[config.mk]
export PLATFORM = sky130hd
export DESIGN_NAME = ibex_counter_reader
export DESIGN_NICKNAME = d
export VERILOG_FILES = /design/src/rtl/ibex_counter_reader.sv
export SDC_FILE = /design/constraint.sdc
export NUM_CORES = 1
export LEC_CHECK = 0
export ABC_AREA = 1
export CAP_MARGIN = 20
export CORE_MARGIN = 2
export CORE_UTILIZATION = 49
export CTS_BUF_LIST = sky130_fd_sc_hd__clkbuf_8
export DETAILED_ROUTE_END_ITERATION = 8
export PLACE_DENSITY = 0.82
export SLEW_MARGIN = 20
export SYNTH_ARGS = -nofsm -noshare
export SYNTH_HDL_FRONTEND = slang
export SYNTH_SLANG_ARGS = --single-unit
[constraint.sdc]
create_clock -name clk_i -period 1.7 [get_ports clk_i]
set_input_delay 0.17 -clock clk_i [delete_from_list [all_inputs] [get_ports clk_i]]
set_output_delay 0.17 -clock clk_i [all_outputs]
set_load 0.01 [all_outputs]
[src/rtl/ibex_counter_reader.sv]
// Tear-free 32-bit read port for a 64-bit counter: a low read latches the high half as a shadow.
// Optional IBEX_COUNTER_READER_STATS_EN adds stale_cnt_o, a saturating count of stale high reads.
module ibex_counter_reader #(
  parameter int unsigned CounterWidth  = 64,
  parameter int unsigned TimeoutCycles = 16
) (
  input  logic        clk_i,
  input  logic        rst_i,
  input  logic [63:0] counter_val_i,
  input  logic        counter_we_i,
  input  logic        req_valid_i,
  output logic        req_ready_o,
  input  logic        req_hi_i,
  output logic        rsp_valid_o,
  input  logic        rsp_ready_i,
  output logic [31:0] rsp_data_o,
  output logic        rsp_stale_o
`ifdef IBEX_COUNTER_READER_STATS_EN
  ,
  output logic [15:0] stale_cnt_o
`endif
);

  localparam logic [63:0] CounterMask = {64{1'b1}} >> (64 - CounterWidth);
  localparam logic [7:0]  TimerInit   = 8'(TimeoutCycles - 1);

  typedef enum logic {
    IDLE,
    SHADOW
  } state_e;

  state_e      state_q, state_d;
  logic [7:0]  timer_q, timer_d;
  logic [31:0] shadow_q, shadow_d;
  logic        rsp_valid_q, rsp_valid_d;
  logic [31:0] rsp_data_q, rsp_data_d;
  logic        rsp_stale_q, rsp_stale_d;

  logic [63:0] masked;
  logic        req_accept;

  assign masked      = counter_val_i & CounterMask;
  assign req_ready_o = !rsp_valid_q || rsp_ready_i;
  assign req_accept  = req_valid_i && req_ready_o;

  // An accepted read always wins over timeout and write invalidation in the same cycle.
  always_comb begin
    state_d     = state_q;
    timer_d     = timer_q;
    shadow_d    = shadow_q;
    rsp_valid_d = rsp_valid_q;
    rsp_data_d  = rsp_data_q;
    rsp_stale_d = rsp_stale_q;
    if (req_accept) begin
      rsp_valid_d = 1'b1;
      if (!req_hi_i) begin
        rsp_data_d  = masked[31:0];
        rsp_stale_d = 1'b0;
        shadow_d    = masked[63:32];
        timer_d     = TimerInit;
        state_d     = counter_we_i ? IDLE : SHADOW;
      end else if (state_q == SHADOW) begin
        rsp_data_d  = shadow_q;
        rsp_stale_d = 1'b0;
        state_d     = IDLE;
      end else begin
        rsp_data_d  = masked[63:32];
        rsp_stale_d = 1'b1;
      end
    end else begin
      if (rsp_ready_i) begin
        rsp_valid_d = 1'b0;
      end
      if (state_q == SHADOW) begin
        if (counter_we_i || timer_q == 8'd0) begin
          state_d = IDLE;
        end else begin
          timer_d = timer_q - 8'd1;
        end
      end
    end
  end

  always_ff @(posedge clk_i) begin
    if (rst_i) begin
      state_q     <= IDLE;
      timer_q     <= 8'd0;
      shadow_q    <= 32'd0;
      rsp_valid_q <= 1'b0;
      rsp_data_q  <= 32'd0;
      rsp_stale_q <= 1'b0;
    end else begin
      state_q     <= state_d;
      timer_q     <= timer_d;
      shadow_q    <= shadow_d;
      rsp_valid_q <= rsp_valid_d;
      rsp_data_q  <= rsp_data_d;
      rsp_stale_q <= rsp_stale_d;
    end
  end

  assign rsp_valid_o = rsp_valid_q;
  assign rsp_data_o  = rsp_data_q;
  assign rsp_stale_o = rsp_stale_q;

`ifdef IBEX_COUNTER_READER_STATS_EN
  logic [15:0] stale_cnt_q, stale_cnt_d;
  logic        stale_hit;

  assign stale_hit = req_accept && req_hi_i && (state_q == IDLE);

  always_comb begin
    stale_cnt_d = stale_cnt_q;
    if (stale_hit && stale_cnt_q != 16'hFFFF) begin
      stale_cnt_d = stale_cnt_q + 16'd1;
    end
  end

  always_ff @(posedge clk_i) begin
    if (rst_i) begin
      stale_cnt_q <= 16'd0;
    end else begin
      stale_cnt_q <= stale_cnt_d;
    end
  end

  assign stale_cnt_o = stale_cnt_q;
`endif

endmodule

==> results of run 1 <==
## cells in the final DEF (no fill, tap or decap), types with 3 or more instances in the layout
cell type	instances
o21a_1	11
nor2_1	33
clkdlybuf4s50_1	104
buf_4	12
nand3_1	6
nand2_1	165
inv_1	45
dfxtp_1	75
nor3_1	3
clkbuf_8	11
a21oi_1	41
o21ai_0	59
nor2_4	3
a31oi_1	20
## sequential cells by signal, summed over array words and instances (netlist names)
name and flops:
rsp_stale_o 1, timer_q 8, shadow_q 32, rsp_data_o 32
state_q 1, rsp_valid_o 1
## critical path, cell delays in order (launching register included)
cell	delay, ps
dfxtp_1	340
nand2_4	90
clkdlybuf4s50_1	530
## area by class of cell
type	count	area share, %
Clock buffer	11	3.18
Clock inverter	4	1.05
Inverter	47	3.70
Multi-Input combinational cell	347	33.5
Sequential cell	75	31.5
Tap cell	96	2.52
Timing Repair Buffer	118	24.6
## synthesized netlist by cell type
cell	instances
buf_1	1
clkbuf_2	1
buf_4	2
inv_1	45
dfxtp_1	75
nor2_4	3
o21ai_0	59
ha_1	2
nand2_4	2
nand2_1	165
a21oi_1	41
xor2_1	1
clkbuf_1	8
inv_2	2
nand3_1	6
a31oi_1	20
o21a_1	11
nor2_1	33
buf_6	4
nand3_2	1
buf_2	16
nor3_1	3
## layer usage
layer	share of wire [%]	global-route usage, %
met5	0	0
met4	3.3	11.9
met3	7.6	5.09
met2	45	38.5
met1	44	28.7
## where the power goes
group,internal (mW),switching [mW]
Combinational,0.391,0.366
Clock,0.747,0.629
Sequential,1.87,0.0524
Total,3.01,1.05
## path summary, 6_finish.rpt
path / from / cells past startpoint / endpoint
hold / removal: counter_val_i[14] / 3 / rsp_data_o[14]
setup / recovery: rsp_valid_o / 2 / req_ready_o
setup reg to reg: timer_q[0] / 9 / timer_q[0]
hold reg to reg: shadow_q[17] / 2 / shadow_q[17]
## logic make-up (layout without fill, tap and decap cells)
| group | Yosys count | in the layout |
|---|---|---|
| compound gates | 131 | 131 |
| xor+xnor | 1 | 1 |
| fa+ha+maj | 2 | 2 |
| buf+inv | 79 | 180 |
| flops | 75 | 75 |
| simple gates | 213 | 213 |
## through the flow
stage / power [mW] / cells / setup slack [ps]
2_1_floorplan: 2.35 / 501 / 474
3_3_place_gp: 2.70 / 683 / 91.2
3_5_place_dp: 2.71 / 683 / 63.5
4_1_cts: 4.09 / 698 / 207
5_1_grt: 4.24 / 698 / 74.0
6_report: 4.06 / 698 / 226
==> impl_metrics.py, run 1 <==
metrics = {
    "final_layout": {
        "regArea_um2": 1500,
        "nets": 670,
        "utilization_pct": 70.2,
        "post_route_cells_drive_above_1_share_pct": 6.15,
        "fin_area_um2": 4770,
        "n_antenna_cell": 0,
        "nFillCells": 578,
        "multi_input_comb_area_um2": 1600,
        "area_growth_pct": 38.0,
    },
    "flow_run": {
        "drv_cap": 0,
    },
    "die": {
        "top_level_ports": 105,
        "start_util_pct": 50.8,
        "die_area_um2": 7740,
        "design.core.area_um2": 6790,
        "chipHeight_um": 88.0,
        "die_w_um": 88.0,
        "rows": 30,
    },
    "global_route": {
        "grt_pass1_vias": 3285,
        "grt_pass1_wl_um": 14200,
        "grt_overflow": 0,
        "grt_max_degree": 47,
        "globalRouteTotalUtil_pct": 23.3,
        "antenna_found_initial": 0,
    },
    "clocking": {
        "cts_buffer_depth": 2,
        "path_clk_slew_ps": 80,
        "cts_buffers": 9,
        "root_buffer": "clkbuf_8",
        "cts_resized": 0,
        "clk_latency_ps": 340,
        "htree_levels": 3,
        "post_cts_buffers": 0,
        "ctsHoldBuffers": 0,
        "cts_tree": "yes",
        "cts_num_sinks": 75,
    },
    "placed_design": {
        "place_area_um2": 4570,
        "portBuffers": 104,
        "place_congestion": 0.895,
        "dp.final_hpwl_um": 6200,
    },
    "yosys": {
        "yosys.area.top_type": "dfxtp_1",
        "synth_top_family_by_area": "simple AND/OR/NAND/NOR gates",
        "syn_area_um2": 3450,
        "syn_avg_cell_area_um2": 6.89,
        "synth_top_area_share_pct": 43.5,
        "synth-xor-area-share_pct": 0.254,
        "synthCells": 501,
        "synth_mux_area_share_pct": 0,
        "syn_nets": 573,
        "synth_fa_ha_area_share_pct": 0.725,
        "synth_cell_types": 22,
        "synth_compound_area_share_pct": 20.5,
        "ys.warnings.count": 0,
        "ys_seq_elements": 75,
        "netlist_top_cells_area": "dfxtp_1, nand2_1, o21ai_0, a21oi_1, inv_1",
        "yosys.area_share.simple_pct": 24.7,
        "synth_seq_area_share_pct": 43.5,
    },
    "critical_path": {
        "start_kind": "register",
        "cp_max_fo": 4,
        "r2r_slack_ps": 260,
        "worstPathRequired_ps": 1530,
        "path_class": "reg -> out",
        "critPathArrivalTime_ps": 1300,
        "endpoint_kind": "output port",
    },
    "timing": {
        "relSlewSlack_pct": 66.0,
        "report.final.slew_viol_count": 0,
        "rsz0062_at_grt": "false",
        "hold_viol_final": 0,
        "fin_crit_sh_pct": 86.7,
        "fin_crit_ps": 1470,
        "worst_hold_slack_ps": 383,
        "fmax_mhz": 678,
        "setup_viol": 0,
        "worst_pin_slew_ps": 509,
        "setup_tns_ps": 0,
        "skew_ps": 9.24,
    },
    "run_status": {
        "outcome": "finished, final reports clean",
    },
    "power_and_ir_drop": {
        "p_leak_nw": 1.91,
        "vdd_ir_drop_max_v": 0.000419,
        "power_density_nw_per_um2": 851,
    },
    "routing": {
        "viasPerCell": 4.92,
        "drcViolationCount": 0,
        "drtIter0Drc": 184,
        "via_count": 3437,
        "final_antenna_net_count": 0,
        "routed_wl_um": 8820,
        "wire_per_inst_um": 12.6,
        "dr.pass1.iters": 4,
    },
    "hold_path": {
        "min_path_type": "in -> reg",
    },
}
Power figures use the tool's default switching activity.
==> run 2, diff against run 1 <==
CELL_PAD_IN_SITES_DETAIL_PLACEMENT = 1   (was default)
CELL_PAD_IN_SITES_GLOBAL_PLACEMENT = 2   (was default)
CORE_UTILIZATION = 26   (was 49)
==> impl_metrics.py, run 2 (synthesis results as in run 1) <==
metrics = {
    "run_status": {
        "outcome": "finished, final reports clean",
    },
    "critical_path": {
        "cp_slowest_cell": "clkdlybuf4s50_1",
        "reg2reg_to": "rsp_data_o[15]",
        "start_kind": "register",
        "path_class": "reg -> out",
        "timing.rr.start": "state_q",
        "crit_start": "rsp_valid_o",
        "critPathArrivalTime_ps": 1340,
        "cp_max_fo": 4,
        "critical_path.top_delay_family": "buffers and inverters",
        "worstPathRequired_ps": 1530,
        "endpoint_kind": "output port",
        "path_depth": 2,
        "slowest_delay_ps": 540,
        "path_cells": "nand2_4, clkdlybuf4s50_1",
        "critPathCapture": "req_ready_o",
        "reg2reg_depth": 5,
        "path_buf_inv": 1,
        "r2r_slack_ps": 290,
    },
    "routing": {
        "viasPerCell": 4.58,
        "dr.pass1.iters": 4,
        "wire_per_inst_um": 14.3,
        "final_antenna_net_count": 0,
        "drcViolationCount": 0,
        "via_count": 3571,
        "routed_wl_um": 11100,
        "drtIter0Drc": 135,
    },
    "placed_design": {
        "dp.final_hpwl_um": 7930,
        "dp.cells": 763,
        "place_congestion": 0.807,
        "portBuffers": 104,
    },
    "global_route": {
        "gr-usage-met3_pct": 5.51,
        "grt_max_degree": 40,
        "grt_pass1_vias": 3779,
        "grt_most_used_layer": "met2",
        "use_met1_pct": 20.0,
        "met2_usage_pct": 27.0,
        "grt_pass1_wl_um": 18500,
        "globalRouteTotalUtil_pct": 16.4,
        "grt_overflow": 0,
        "antenna_found_initial": 1,
    },
    "clocking": {
        "path_clk_slew_ps": 80,
        "post_cts_buffers": 0,
        "root_buffer": "clkbuf_8",
        "clk_latency_ps": 370,
        "cts_resized": 0,
        "htree_levels": 3,
        "cts_buffer_depth": 2,
        "cts_buffers": 9,
        "cts_tree": "yes",
        "ctsHoldBuffers": 0,
        "cts_num_sinks": 75,
    },
    "final_layout": {
        "area_growth_pct": 40.5,
        "layout_commonest_cell": "nand2_1",
        "n_antenna_cell": 0,
        "nets": 670,
        "layout_common_cells": "nand2_1, clkdlybuf4s50_1, dfxtp_1",
        "final_cells": 779,
        "nFillCells": 1647,
        "post_route_cells_drive_above_1_share_pct": 5.80,
    },
    "die": {
        "chipHeight_um": 119,
        "rows": 42,
        "die_w_um": 119,
        "top_level_ports": 105,
        "start_util_pct": 26.4,
        "die_area_um2": 14200,
        "design.core.area_um2": 13100,
    },
    "hold_path": {
        "min_path_type": "in -> reg",
    },
    "timing": {
        "report.final.slew_viol_count": 0,
        "rsz0062_at_grt": "false",
        "relSlewSlack_pct": 60.3,
        "hold_viol_final": 0,
        "setup_viol": 0,
        "fmax_mhz": 663,
        "fin_crit_ps": 1510,
        "fin_crit_sh_pct": 88.7,
        "skew_ps": 9.34,
        "worst_pin_slew_ps": 594,
    },
    "power_and_ir_drop": {
        "power.total_mw": 3.98,
        "vdd_ir_drop_max_v": 0.000254,
        "p_leak_nw": 1.92,
        "power_density_nw_per_um2": 820,
    },
    "flow_run": {
        "drv_cap": 0,
    },
}
==> run 2: changes by cell type in the layout (fill, tap and decap cells not counted), sizes merged <==
cell,delta
bufinv,-1
clkinv,+1
clkinvlp,-2
inv,+3
==> run 2: per-stage QoR <==
stage	cell area (µm²)	hold WS (ps)	setup slack (ps)	utilization, %	TNS, ps
finish	4850	366	193	37.1	0
global route	4850	351	86.1	37.1	0
CTS	4850	337	152	37.1	0
detailed placement	4680	444	-24.0	35.8	-68.4
global placement	4680	432	-8.99	35.8	-38.6
floorplan	3450	249	474	-	0
==> run 2: cell type report <==
type	count	area (µm²)	area share, %
flip-flops and latches	75	1500	31.0
inverters	47	176	3.64
clock buffers	11	151	3.12
well taps	176	220	4.54
clock inverters	5	21.3	0.438
multi-input cells	347	1600	32.9
repair buffers	118	1180	24.4
==> run 2: power breakdown <==
group / internal, mW / switching, mW
sequential: 1.87 / 0.0556
combinational: 0.394 / 0.387
clock: 0.590 / 0.677
==> run 2: routing by layer <==
metal | wire (µm) | part of all wire (%)
met1 | 5090 | 46
met2 | 5200 | 47
met3 | 660 | 5.9
met4 | 174 | 1.6
met5 | 0 | 0
==> run 2: worst min-delay path by stage <==
stage | to | cells past startpoint | from
after floorplan | state_q | 1 | counter_we_i
after global placement | shadow_q[15] | 2 | shadow_q[15]
after CTS | rsp_data_o[1] | 3 | counter_val_i[1]
after global routing | rsp_data_o[28] | 3 | counter_val_i[28]
after detailed placement | shadow_q[25] | 2 | shadow_q[25]
final | rsp_data_o[1] | 3 | counter_val_i[1]
==> run 2: worst register-to-register path, delay by kind of cell (launching register included) <==
family                 cells  cell delay [ps]
DFF                        1              360
AOI/OAI and AO/OA          2              320
buffers and inverters      1              460
and+or+nand+nor            2              220
==> run 3, diff against run 2 <==
CORE_UTILIZATION = 35   (was 26)
DONT_BUFFER_PORTS = 1   (was default)
PLACE_DENSITY = 0.81   (was 0.82)
==> impl_metrics.py, run 3 (synthesis results as in run 1) <==
metrics = {
    "placed_design": {
        "dp.cells": 614,
        "place_congestion": 0.754,
        "portBuffers": 0,
        "place_area_um2": 3540,
        "dp.final_hpwl_um": 6600,
    },
    "routing": {
        "wire_per_inst_um": 14.7,
        "routed_wl_um": 9940,
        "drcViolationCount": 0,
        "dr.pass1.iters": 4,
        "viasPerCell": 4.87,
        "via_count": 3290,
        "drtIter0Drc": 116,
        "final_antenna_net_count": 0,
    },
    "final_layout": {
        "layout_common_cells": "nand2_1, dfxtp_1, o21ai_0",
        "layout_commonest_cell": "nand2_1",
        "post_route_cells_drive_above_1_share_pct": 6.64,
        "final_cells": 675,
        "nets": 609,
        "n_antenna_cell": 0,
        "nFillCells": 1216,
        "area_growth_pct": 21.2,
        "fin_area_um2": 4180,
    },
    "critical_path": {
        "cp_max_fo": 6,
        "worstPathRequired_ps": 1940,
        "path_cells": "inv_1, ha_1, inv_1, nor2_1, nand2_1, nand2_1, nand2_1, o21ai_0, nor2_1",
        "cpMostUsedCell": "nand2_1",
        "endpoint_kind": "register",
        "slowest_delay_ps": 300,
        "cp_slowest_cell": "dfxtp_1",
        "start_kind": "register",
        "critPathArrivalTime_ps": 1730,
        "path_class": "reg -> reg",
    },
    "clocking": {
        "cts_tree": "yes",
        "cts_resized": 0,
        "cts_buffers": 9,
        "htree_levels": 3,
        "cts_buffer_depth": 2,
        "path_clk_slew_ps": 80,
        "post_cts_buffers": 0,
        "clk_latency_ps": 350,
        "root_buffer": "clkbuf_8",
        "cts_num_sinks": 75,
    },
    "timing": {
        "skew_ps": 10.8,
        "fmax_mhz": 673,
        "worst_pin_slew_ps": 567,
        "rsz0062_at_grt": "false",
        "setup_viol": 0,
        "report.final.slew_viol_count": 0,
        "fin_crit_ps": 1490,
        "hold_viol_final": 0,
        "worst_hold_slack_ps": 15.8,
        "setup_tns_ps": 0,
        "fin_crit_sh_pct": 87.4,
        "relSlewSlack_pct": 62.2,
    },
    "global_route": {
        "globalRouteTotalUtil_pct": 19.4,
        "grt_max_degree": 41,
        "antenna_found_initial": 0,
        "grt_pass1_wl_um": 16000,
        "grt_pass1_vias": 3311,
        "grt_overflow": 0,
    },
    "hold_path": {
        "min_path_type": "in -> reg",
    },
    "die": {
        "start_util_pct": 35.7,
        "chipHeight_um": 103,
        "top_level_ports": 105,
        "design.core.area_um2": 9680,
        "die_w_um": 103,
        "die_area_um2": 10700,
        "rows": 36,
    },
    "power_and_ir_drop": {
        "vdd_ir_drop_max_v": 0.000432,
        "power_density_nw_per_um2": 901,
        "p_leak_nw": 1.69,
    },
    "run_status": {
        "outcome": "finished, final reports clean",
    },
    "flow_run": {
        "drv_cap": 0,
    },
}
[run 3: final cells by class]
class                   count  area [µm²]  share of cell area [%]
clock buffers              11         151                    3.62
inverters                  47         176                    4.22
repair buffers             57         563                    13.5
clock inverters             5        28.8                   0.688
multi-input cells         347        1600                    38.2
flip-flops and latches     75        1500                    35.9
well taps                 133         166                    3.98
[run 3: what timing repair did]
| item | CTS | global route |
|---|---|---|
| setup endpoints to repair | 0 | 0 |
| hold buffers | 45 | 0 |
| endpoints found under the hold margin | 46 | 0 |
[run 3: metal layers]
layer,vias to the layer above,track usage [%],part of all wire (%)
li1,1672,-,-
met1,1538,23.0,44
met2,71,33.3,49
met3,9,5.51,6.3
met4,0,7.59,1.2
met5,-,0,0
[run 3: worst max-delay path: cells and delay by family, from the launching register on]
kind | cells | cell delay (ps)
compound gates | 1 | 180
fa+ha+maj | 1 | 200
buf+inv | 2 | 170
flops | 1 | 300
simple gates | 5 | 520
[run 3: power by group]
part | internal (mW) | switching, mW | total [mW]
logic | 0.232 | 0.309 | 0.541
registers | 1.87 | 0.0852 | 1.96
clock network | 0.600 | 0.672 | 1.27
total | 2.71 | 1.07 | 3.77
[run 3: worst paths after layout]
kind	start	end	slack (ps)	cells past startpoint
worst max-delay path	timer_q[0]	timer_q[3]	210	9
worst min-delay path	counter_val_i[45]	shadow_q[13]	20	2
worst max register to register	timer_q[0]	timer_q[3]	210	9
worst min register to register	shadow_q[21]	shadow_q[21]	450	2
[run 3: metrics by stage]
stage / power [mW] / setup slack [ps] / utilization [%]
2_1_floorplan: 2.35 / 474 / -
3_3_place_gp: 2.42 / 261 / 36.6
3_5_place_dp: 2.44 / 212 / 36.6
4_1_cts: 3.84 / 202 / 43.2
5_1_grt: 4.00 / 74.1 / 43.2
6_report: 3.77 / 214 / 43.2
